<file path="src/rtl/ascon_ctrl_fsm.sv">
// -----------------------------------------------------------------------------
// ascon_ctrl_fsm
//
// Control FSM for the ASCON-128 datapath. It owns the round counter and
// sequences initialisation, any number of associated-data blocks (including
// none), any number of plaintext blocks, finalisation and tag output.
// Data blocks are taken over a valid/ready handshake.
//
// Parameters:
//   ROUNDS_A  rounds of p^a for init/final (ROUNDS_B..12)
//   ROUNDS_B  rounds of p^b per data block (1..ROUNDS_A)
//   CNT_W     width of round_o (must hold 11)
//
// Ports:
//   clock_i           clock
//   resetb_i          asynchronous active-low reset
//   start_i           start an operation (sampled in IDLE only)
//   ad_empty_i        operation has no AD (sampled with start_i)
//   data_valid_i      data block present on datapath input
//   data_last_i       block is last of its phase (sampled on handshake)
//   ready_o           FSM accepts a block (WAIT_AD / WAIT_PT)
//   round_o           round-constant index, start value .. 11
//   data_select_o     0 = load IV||K||N, 1 = permutation output
//   en_reg_state_o    state register enable
//   en_xor_d_beg_o    XOR data into state before the round
//   en_xor_key_beg_o  XOR key before the round (finalisation)
//   en_xor_key_end_o  XOR key after the round
//   en_xor_lsb_end_o  domain-separation XOR of 1 into the LSB after the round
//   cipher_valid_o    ciphertext block valid (pulse)
//   busy_o            operation in progress
//   end_o             tag valid (pulse)
//
// Optional feature (macro ASCON_DECRYPT_EN):
//   decrypt_i         decrypt operation (sampled with start_i)
//   rate_replace_o    overwrite the rate with the ciphertext; then
//                     cipher_valid_o flags plaintext
// -----------------------------------------------------------------------------
module ascon_ctrl_fsm #(
  parameter int unsigned ROUNDS_A = 12,
  parameter int unsigned ROUNDS_B = 6,
  parameter int unsigned CNT_W    = 4
) (
  input  logic             clock_i,
  input  logic             resetb_i,
  input  logic             start_i,
  input  logic             ad_empty_i,
  input  logic             data_valid_i,
  input  logic             data_last_i,
`ifdef ASCON_DECRYPT_EN
  input  logic             decrypt_i,
  output logic             rate_replace_o,
`endif
  output logic             ready_o,
  output logic [CNT_W-1:0] round_o,
  output logic             data_select_o,
  output logic             en_reg_state_o,
  output logic             en_xor_d_beg_o,
  output logic             en_xor_key_beg_o,
  output logic             en_xor_key_end_o,
  output logic             en_xor_lsb_end_o,
  output logic             cipher_valid_o,
  output logic             busy_o,
  output logic             end_o
);

  localparam logic [CNT_W-1:0] RND_A_START = CNT_W'(12 - ROUNDS_A);
  localparam logic [CNT_W-1:0] RND_B_START = CNT_W'(12 - ROUNDS_B);
  localparam logic [CNT_W-1:0] RND_LAST    = CNT_W'(11);

  typedef enum logic [3:0] {
    IDLE      = 4'd0,
    INIT_LOAD = 4'd1,
    INIT_RND  = 4'd2,
    WAIT_AD   = 4'd3,
    AD_RND    = 4'd4,
    WAIT_PT   = 4'd5,
    PT_RND    = 4'd6,
    FIN_RND   = 4'd7,
    TAG       = 4'd8
  } state_t;

  state_t           state_q, state_d;
  logic [CNT_W-1:0] round_q, round_d;
  logic             ad_empty_q, ad_empty_d;
  logic             last_q, last_d;
`ifdef ASCON_DECRYPT_EN
  logic             decrypt_q, decrypt_d;
  logic             rate_replace_q, rate_replace_d;
`endif

  // Registered outputs
  logic ready_q,        ready_d;
  logic data_select_q,  data_select_d;
  logic en_reg_state_q, en_reg_state_d;
  logic xor_d_beg_q,    xor_d_beg_d;
  logic xor_key_beg_q,  xor_key_beg_d;
  logic xor_key_end_q,  xor_key_end_d;
  logic xor_lsb_end_q,  xor_lsb_end_d;
  logic cipher_valid_q, cipher_valid_d;
  logic busy_q,         busy_d;
  logic end_q,          end_d;

  logic hs;
  logic rnd_done;

  assign hs       = data_valid_i & ready_q;
  assign rnd_done = (round_q == RND_LAST);

  // ---------------------------------------------------------------------------
  // Next-state, round counter and captured flags
  // ---------------------------------------------------------------------------
  always_comb begin
    state_d    = state_q;
    round_d    = round_q;
    ad_empty_d = ad_empty_q;
    last_d     = last_q;
`ifdef ASCON_DECRYPT_EN
    decrypt_d  = decrypt_q;
`endif
    case (state_q)
      IDLE: begin
        if (start_i) begin
          state_d    = INIT_LOAD;
          ad_empty_d = ad_empty_i;
`ifdef ASCON_DECRYPT_EN
          decrypt_d  = decrypt_i;
`endif
        end
      end
      INIT_LOAD: begin
        state_d = INIT_RND;
        round_d = RND_A_START;
      end
      INIT_RND: begin
        if (rnd_done) begin
          state_d = ad_empty_q ? WAIT_PT : WAIT_AD;
        end else begin
          round_d = round_q + CNT_W'(1);
        end
      end
      WAIT_AD: begin
        if (hs) begin
          last_d  = data_last_i;
          state_d = AD_RND;
          round_d = RND_B_START;
        end
      end
      AD_RND: begin
        if (rnd_done) begin
          state_d = last_q ? WAIT_PT : WAIT_AD;
        end else begin
          round_d = round_q + CNT_W'(1);
        end
      end
      WAIT_PT: begin
        if (hs) begin
          last_d = data_last_i;
          if (data_last_i) begin
            state_d = FIN_RND;
            round_d = RND_A_START;
          end else begin
            state_d = PT_RND;
            round_d = RND_B_START;
          end
        end
      end
      PT_RND: begin
        if (rnd_done) begin
          state_d = WAIT_PT;
        end else begin
          round_d = round_q + CNT_W'(1);
        end
      end
      FIN_RND: begin
        if (rnd_done) begin
          state_d = TAG;
        end else begin
          round_d = round_q + CNT_W'(1);
        end
      end
      TAG: begin
        state_d = IDLE;
      end
      default: begin
        state_d = IDLE;
        round_d = '0;
      end
    endcase
  end

  // ---------------------------------------------------------------------------
  // Output decode from the next state, so each registered output lines up
  // with the state/round it describes. "First cycle" of a RND phase is the
  // cycle where the counter holds its freshly loaded start value.
  // ---------------------------------------------------------------------------
  logic is_rnd_d;
  logic first_a_d;
  logic first_b_d;
  logic last_rnd_d;

  always_comb begin
    is_rnd_d   = (state_d == INIT_RND) || (state_d == AD_RND) ||
                 (state_d == PT_RND)   || (state_d == FIN_RND);
    first_a_d  = (round_d == RND_A_START);
    first_b_d  = (round_d == RND_B_START);
    last_rnd_d = (round_d == RND_LAST);

    ready_d        = (state_d == WAIT_AD) || (state_d == WAIT_PT);
    busy_d         = (state_d != IDLE);
    data_select_d  = (state_d != INIT_LOAD);
    en_reg_state_d = (state_d == INIT_LOAD) || is_rnd_d;

    xor_d_beg_d    = ((state_d == AD_RND)  && first_b_d) ||
                     ((state_d == PT_RND)  && first_b_d) ||
                     ((state_d == FIN_RND) && first_a_d);
    xor_key_beg_d  = (state_d == FIN_RND) && first_a_d;
    xor_key_end_d  = ((state_d == INIT_RND) || (state_d == FIN_RND)) && last_rnd_d;
    xor_lsb_end_d  = ((state_d == INIT_RND) && last_rnd_d && ad_empty_d) ||
                     ((state_d == AD_RND)   && last_rnd_d && last_d);
    cipher_valid_d = ((state_d == PT_RND)  && first_b_d) ||
                     ((state_d == FIN_RND) && first_a_d);
    end_d          = (state_d == TAG);
`ifdef ASCON_DECRYPT_EN
    rate_replace_d = decrypt_d && xor_d_beg_d &&
                     ((state_d == PT_RND) || (state_d == FIN_RND));
`endif
  end

  // ---------------------------------------------------------------------------
  // State, counter, flags and output registers
  // ---------------------------------------------------------------------------
  always_ff @(posedge clock_i or negedge resetb_i) begin
    if (!resetb_i) begin
      state_q        <= IDLE;
      round_q        <= '0;
      ad_empty_q     <= 1'b0;
      last_q         <= 1'b0;
`ifdef ASCON_DECRYPT_EN
      decrypt_q      <= 1'b0;
      rate_replace_q <= 1'b0;
`endif
      ready_q        <= 1'b0;
      data_select_q  <= 1'b0;
      en_reg_state_q <= 1'b0;
      xor_d_beg_q    <= 1'b0;
      xor_key_beg_q  <= 1'b0;
      xor_key_end_q  <= 1'b0;
      xor_lsb_end_q  <= 1'b0;
      cipher_valid_q <= 1'b0;
      busy_q         <= 1'b0;
      end_q          <= 1'b0;
    end else begin
      state_q        <= state_d;
      round_q        <= round_d;
      ad_empty_q     <= ad_empty_d;
      last_q         <= last_d;
`ifdef ASCON_DECRYPT_EN
      decrypt_q      <= decrypt_d;
      rate_replace_q <= rate_replace_d;
`endif
      ready_q        <= ready_d;
      data_select_q  <= data_select_d;
      en_reg_state_q <= en_reg_state_d;
      xor_d_beg_q    <= xor_d_beg_d;
      xor_key_beg_q  <= xor_key_beg_d;
      xor_key_end_q  <= xor_key_end_d;
      xor_lsb_end_q  <= xor_lsb_end_d;
      cipher_valid_q <= cipher_valid_d;
      busy_q         <= busy_d;
      end_q          <= end_d;
    end
  end

  assign ready_o          = ready_q;
  assign round_o          = round_q;
  assign data_select_o    = data_select_q;
  assign en_reg_state_o   = en_reg_state_q;
  assign en_xor_d_beg_o   = xor_d_beg_q;
  assign en_xor_key_beg_o = xor_key_beg_q;
  assign en_xor_key_end_o = xor_key_end_q;
  assign en_xor_lsb_end_o = xor_lsb_end_q;
  assign cipher_valid_o   = cipher_valid_q;
  assign busy_o           = busy_q;
  assign end_o            = end_q;
`ifdef ASCON_DECRYPT_EN
  assign rate_replace_o   = rate_replace_q;
`endif

endmodule
</file>
<file path="config.mk">
export PLATFORM = sky130hd
export DESIGN_NAME = ascon_ctrl_fsm
export DESIGN_NICKNAME = d
export VERILOG_FILES = /design/src/rtl/ascon_ctrl_fsm.sv
export SDC_FILE = /design/constraint.sdc
export NUM_CORES = 1
export LEC_CHECK = 0
export ABC_AREA = 1
export CAP_MARGIN = 40
export CORE_AREA = 4 4 55 57
export CTS_BUF_LIST = sky130_fd_sc_hd__clkbuf_16
export CTS_CLUSTER_SIZE = 8
export DETAILED_ROUTE_END_ITERATION = 16
export DIE_AREA = 0 0 59 61
export GPL_ROUTABILITY_DRIVEN = 0
export PLACE_DENSITY = 0.75
export SETUP_SLACK_MARGIN = 0.1
export SYNTH_ARGS = -nofsm -noshare
export SYNTH_HDL_FRONTEND = slang
export SYNTH_SLANG_ARGS = --single-unit
</file>
<file path="constraint.sdc">
create_clock -name clock_i -period 2.55 [get_ports clock_i]
set_clock_uncertainty 0.2 [all_clocks]
set_input_delay 0.51 -clock clock_i [delete_from_list [all_inputs] [get_ports clock_i]]
set_output_delay 0.51 -clock clock_i [all_outputs]
set_load 0.03 [all_outputs]
</file>
== Word-level counts from Yosys, hierarchy flattened ==
Index checks and enable logic that the tools add are counted.

* Output and inout bits: 14
* Input port bits: 6
* Word-level logic and storage cells: 80
* Bits in registers: 20

* Bitwise logic cells: 1
* Equality and inequality tests: 20
* Reduce and logical (&&, ||, !) cells: 24
* $add $sub $neg: 1
* Muxes and demuxes: 20

{| class="wikitable"
|+ Operators with widths
! kind !! number
|-
| $mux W4 || 10
|-
| $eq A4 B3 Y1 const B || 9
|-
| $pmux W4 S8 || 1
|-
| $eq A4 B2 Y1 const B || 4
|-
| $eq A4 B4 Y1 const B || 4
|-
| $pmux W4 S4 || 1
|-
| $logic_or A1 B1 Y1 || 10
|-
| $mux W3 || 3
|-
| $eq A4 B1 Y1 const B || 2
|-
| $logic_and A1 B1 Y1 || 8
|-
| $logic_not A4 Y1 || 2
|-
| $mux W1 || 5
|-
| $add A4 B1 Y4 const B || 1
|-
| $ne A4 B1 Y1 const B || 1
|-
| $reduce_bool A4 Y1 || 1
|-
| $reduce_or A2 Y1 || 2
|-
| $reduce_or A4 Y1 || 1
|-
| $and A1 B1 Y1 || 1
|}

== Depth between registers and ports, before layout ==
* Depth after elaboration: 8
* Gate-level depth with buffers: 11
* Depth with buffers taken out: 11

== Worst setup path before layout ==
OpenSTA, ideal clock, no wires.

* Path kind: reg2reg
* Start point: register round_q[0] (netlist: round_o[0])
* End point: register xor_lsb_end_q (netlist: en_xor_lsb_end_o)
* Path buffers: 0
* Path slack: 0.503 ns
* Clock period less this slack: 2.047 ns
* Arrival: 1.774 ns
* Data required time: 2.277 ns
* Stages on the path, launching flop included: 10
* Path through: dfrtp_1 > ha_1 > nand2_2 > nor2_4 > nor2_1 > nor2_2 > nand4_1 > nor2_4 > nand2_2 > a21oi_2

* Cells in the longest elaborated chain, start to end: 7
* Elaborated cells on any way between the ends: 19
* Those cells by class: 1 x add/sub; 4 x eq/ne; 9 x mux; 5 x reduce/logical

{| class="wikitable"
|+ Ends and longest elaborated chain
! element !! RTL line !! source
|-
| start, declared || 83 || <nowiki>logic [CNT_W-1:0] round_q, round_d;</nowiki>
|-
| start signal, assigned || 254 || <nowiki>round_q <= round_d;</nowiki>
|-
| $add A4 B1 Y4 or $eq A4 B4 Y1 (tied branches) || n/a ||
|-
| $mux W4, on equally long branches || n/a ||
|-
| $pmux W4 S4 or $pmux W4 S8 (tied branches) || 120 || <nowiki>case (state_q)</nowiki>
|-
| $eq A4 B4 Y1 (tied with other cells) || 206 || <nowiki>last_rnd_d = (round_d == RND_LAST);</nowiki>
|-
| $logic_and A1 B1 Y1, on equally long branches (2 in series) || 218, 219 ||
|-
| $logic_or A1 B1 Y1 (*) || 218 || <nowiki>xor_lsb_end_d = ((state_d == INIT_RND) && last_rnd_d && ad_empty_d) ||</nowiki>
|-
| net xor_lsb_end_d || 98 || <nowiki>logic xor_lsb_end_q, xor_lsb_end_d;</nowiki>
|-
| end signal, assigned || 267 || <nowiki>xor_lsb_end_q <= xor_lsb_end_d;</nowiki>
|-
| end, declared || 98 ||
|}

The timed path passes the listed nets; every way through them passes the cells marked *.

== Worst setup path after layout ==
* Start point: register round_q[3] (netlist: round_o[3])
* End point: output port round_o[3]

{| class="wikitable"
|+ RTL lines
! element !! RTL line !! source
|-
| end, declared || 54 || <nowiki>output logic [CNT_W-1:0] round_o,</nowiki>
|}

No word-level cell between the ends.

==> flow_summary.toml <==
[clocking]
cts-resized-gates = 0
post_cts_buffers = 0
clkTransAtPathRegs_ns = 0.05
cts_tree = "done"
insertion_delay_ns = 0.25
cts_buffers = 3
cts_buffer_depth = 2
cts_hold_buf = 0
cts.sinks = 20
root_buffer = "clkbuf_16"
htree_num_levels = 1

[critical_path]
worstReg2RegStart = "round_o[0]"
cp_cell_sequence = "clkdlybuf4s50_1"
cp_slowest_cell = "clkdlybuf4s50_1"
critical_path_required_ns = 1.84
rr_endpoint = "en_xor_lsb_end_o"
rr_worst_depth = 9
critPathCaptureType = "primary output"
crit_family = "buffers and inverters"
crit_type = "flip-flop to primary output"
slowest_delay_ns = 0.75
r2r_slack_ns = 0.42
path_buf_inv = 1
worstSetupStartpointType = "flip-flop"
cp_max_fo = 9
critPathArrivalTime_ns = 1.54

[final_layout]
diodes = 0
area_delta_synth_final_pct = 24.1
seq_area_um2 = 500
fill_cells = 227
layout-drive-gt1-share_pct = 16.6
layout_common_cells = "nand2_1, nand3_1, dfrtp_1"
final_common_cell = "nand2_1"
multiInputGateArea_um2 = 689
nNetsFinal = 213

[power_and_ir_drop]
p_per_area_nw_per_um2 = 1400
ir_drop_uv = 1020
p_leak_nw = 0.861

[placement]
io_buffers = 19
dp_hpwl_mm = 2.34
dp_slack_ns = 0.184

[sta]
fmax_mhz = 444
worstMarginPinSlew_ns = 0.346
min_period_over_period_pct = 88.4
setup_viol_count_final = 0
hold_viol_final = 0
fin_setup_tns_ns = 0
maxSlewViolCount = 0
fin_ws_ns = 0.296
hold_ws_ns = 0.371
slew_headroom_pct = 76.9
rsz0062_at_grt = "false"
min_period_ns = 2.25

[floorplanning]
rows = 18
die_y_um = 61
core-area_um2 = 2480
start_util_pct = 51.7
die_w_um = 59
io_pins = 20
dieArea_um2 = 3600

[worst_hold_path]
min_path_type = "flip-flop to flip-flop"
hold_start = "last_q"
whs_path_depth = 2
min_to = "last_q"

[yosys]
synth.distinct_cells = 21
synth_top_area_cell = "dfrtp_1"
yosys-top-cells-area = "dfrtp_1, nand2_1, nand3_1"
synth_top_area_share_pct = 39.1
synth_area_um2 = 1280
synth_warnings = 0
ys_seq_area_share_pct = 39.1
netlist_instances = 182
avgSynthCellArea_um2 = 7.04
synthesis.nets = 189
synth-seq-cells = 20

[global_routing]
grt_pass1_wl_mm = 5.35
grt-ovfl-total = 0
grt_max_degree = 21
grt_pass1_vias = 1202
grt.total_usage_pct = 19.5
antenna_found_initial = 0

[routing]
dr.pass1.iters = 4
drt_iter0_drc = 49
antenna_left = 0
wl_per_cell_um = 12.7
avgViaCountPerCell = 5.27
drcViolationCount = 0
wirelength_mm = 2.99
routed-via-count = 1238

[status]
status = "finished, final reports clean"

[flow_run]
max-cap-violations = 0
## synthesized netlist by cell type, drive strengths merged
master,n
nand2,69
nand3,28
nor2,28
inv,23
dfrtp,20
nand4,4
a21oi,3
a21boi,1
buf,1
ha,1
mux2,1
o21ai,1
o22ai,1
xor2,1
## per-stage QoR
stage	area [um^2]	instances	total power, W	util (%)
5_1_grt	1590	235	0.00243	64.2
2_1_floorplan	1280	182	0.00154	-
3_5_place_dp	1510	231	0.00189	61.0
3_3_place_gp	1510	231	0.00187	61.0
4_1_cts	1590	235	0.00222	64.2
6_report	1590	235	0.00222	64.2
## cells by family (layout without fill, tap and decap cells)
group,count (synthesis),count (layout),synth area share [%]
AOI/OAI and AO/OA,6,6,2.93
adders and majority gates,1,1,0.976
and+or+nand+nor,129,129,48.3
DFF,20,20,39.1
muxes,1,1,0.879
buffers and inverters,24,47,7.13
xor gates and xnor gates,1,1,0.684
## area by class of cell
class,instances,share of cell area (%)
clock inverter,1,0.236
timing repair buffer,20,12.4
multi-input combinational,138,43.4
clock buffer,3,4.72
tap,30,2.36
inverter,23,5.43
sequential,20,31.5
## worst max-delay path by stage
stage                       from               end  depth (start not counted)
global route          round_o[0]  en_xor_lsb_end_o                          9
finish                round_o[3]        round_o[3]                          1
detailed placement  data_valid_i  en_xor_lsb_end_o                         10
CTS                   round_o[3]        round_o[3]                          1
global placement    data_valid_i  en_xor_lsb_end_o                         10
floorplan             round_o[0]  en_xor_lsb_end_o                          9
## report_power, final
group          switching [W]  leakage (nW)  internal, W
registers           0.000131         0.254     0.000431
logic               0.000885         0.568     0.000458
clock network       0.000110        0.0385     0.000209
## layer usage
layer	global-route usage [%]	vias to the layer above	part of all wire [%]
met5	0	-	0
met4	5.83	0	1.1
met3	2.55	4	5.1
met2	33.6	44	48
met1	25.6	569	46
li1	-	621	-
No activity file was read; power rests on OpenSTA's default activity.
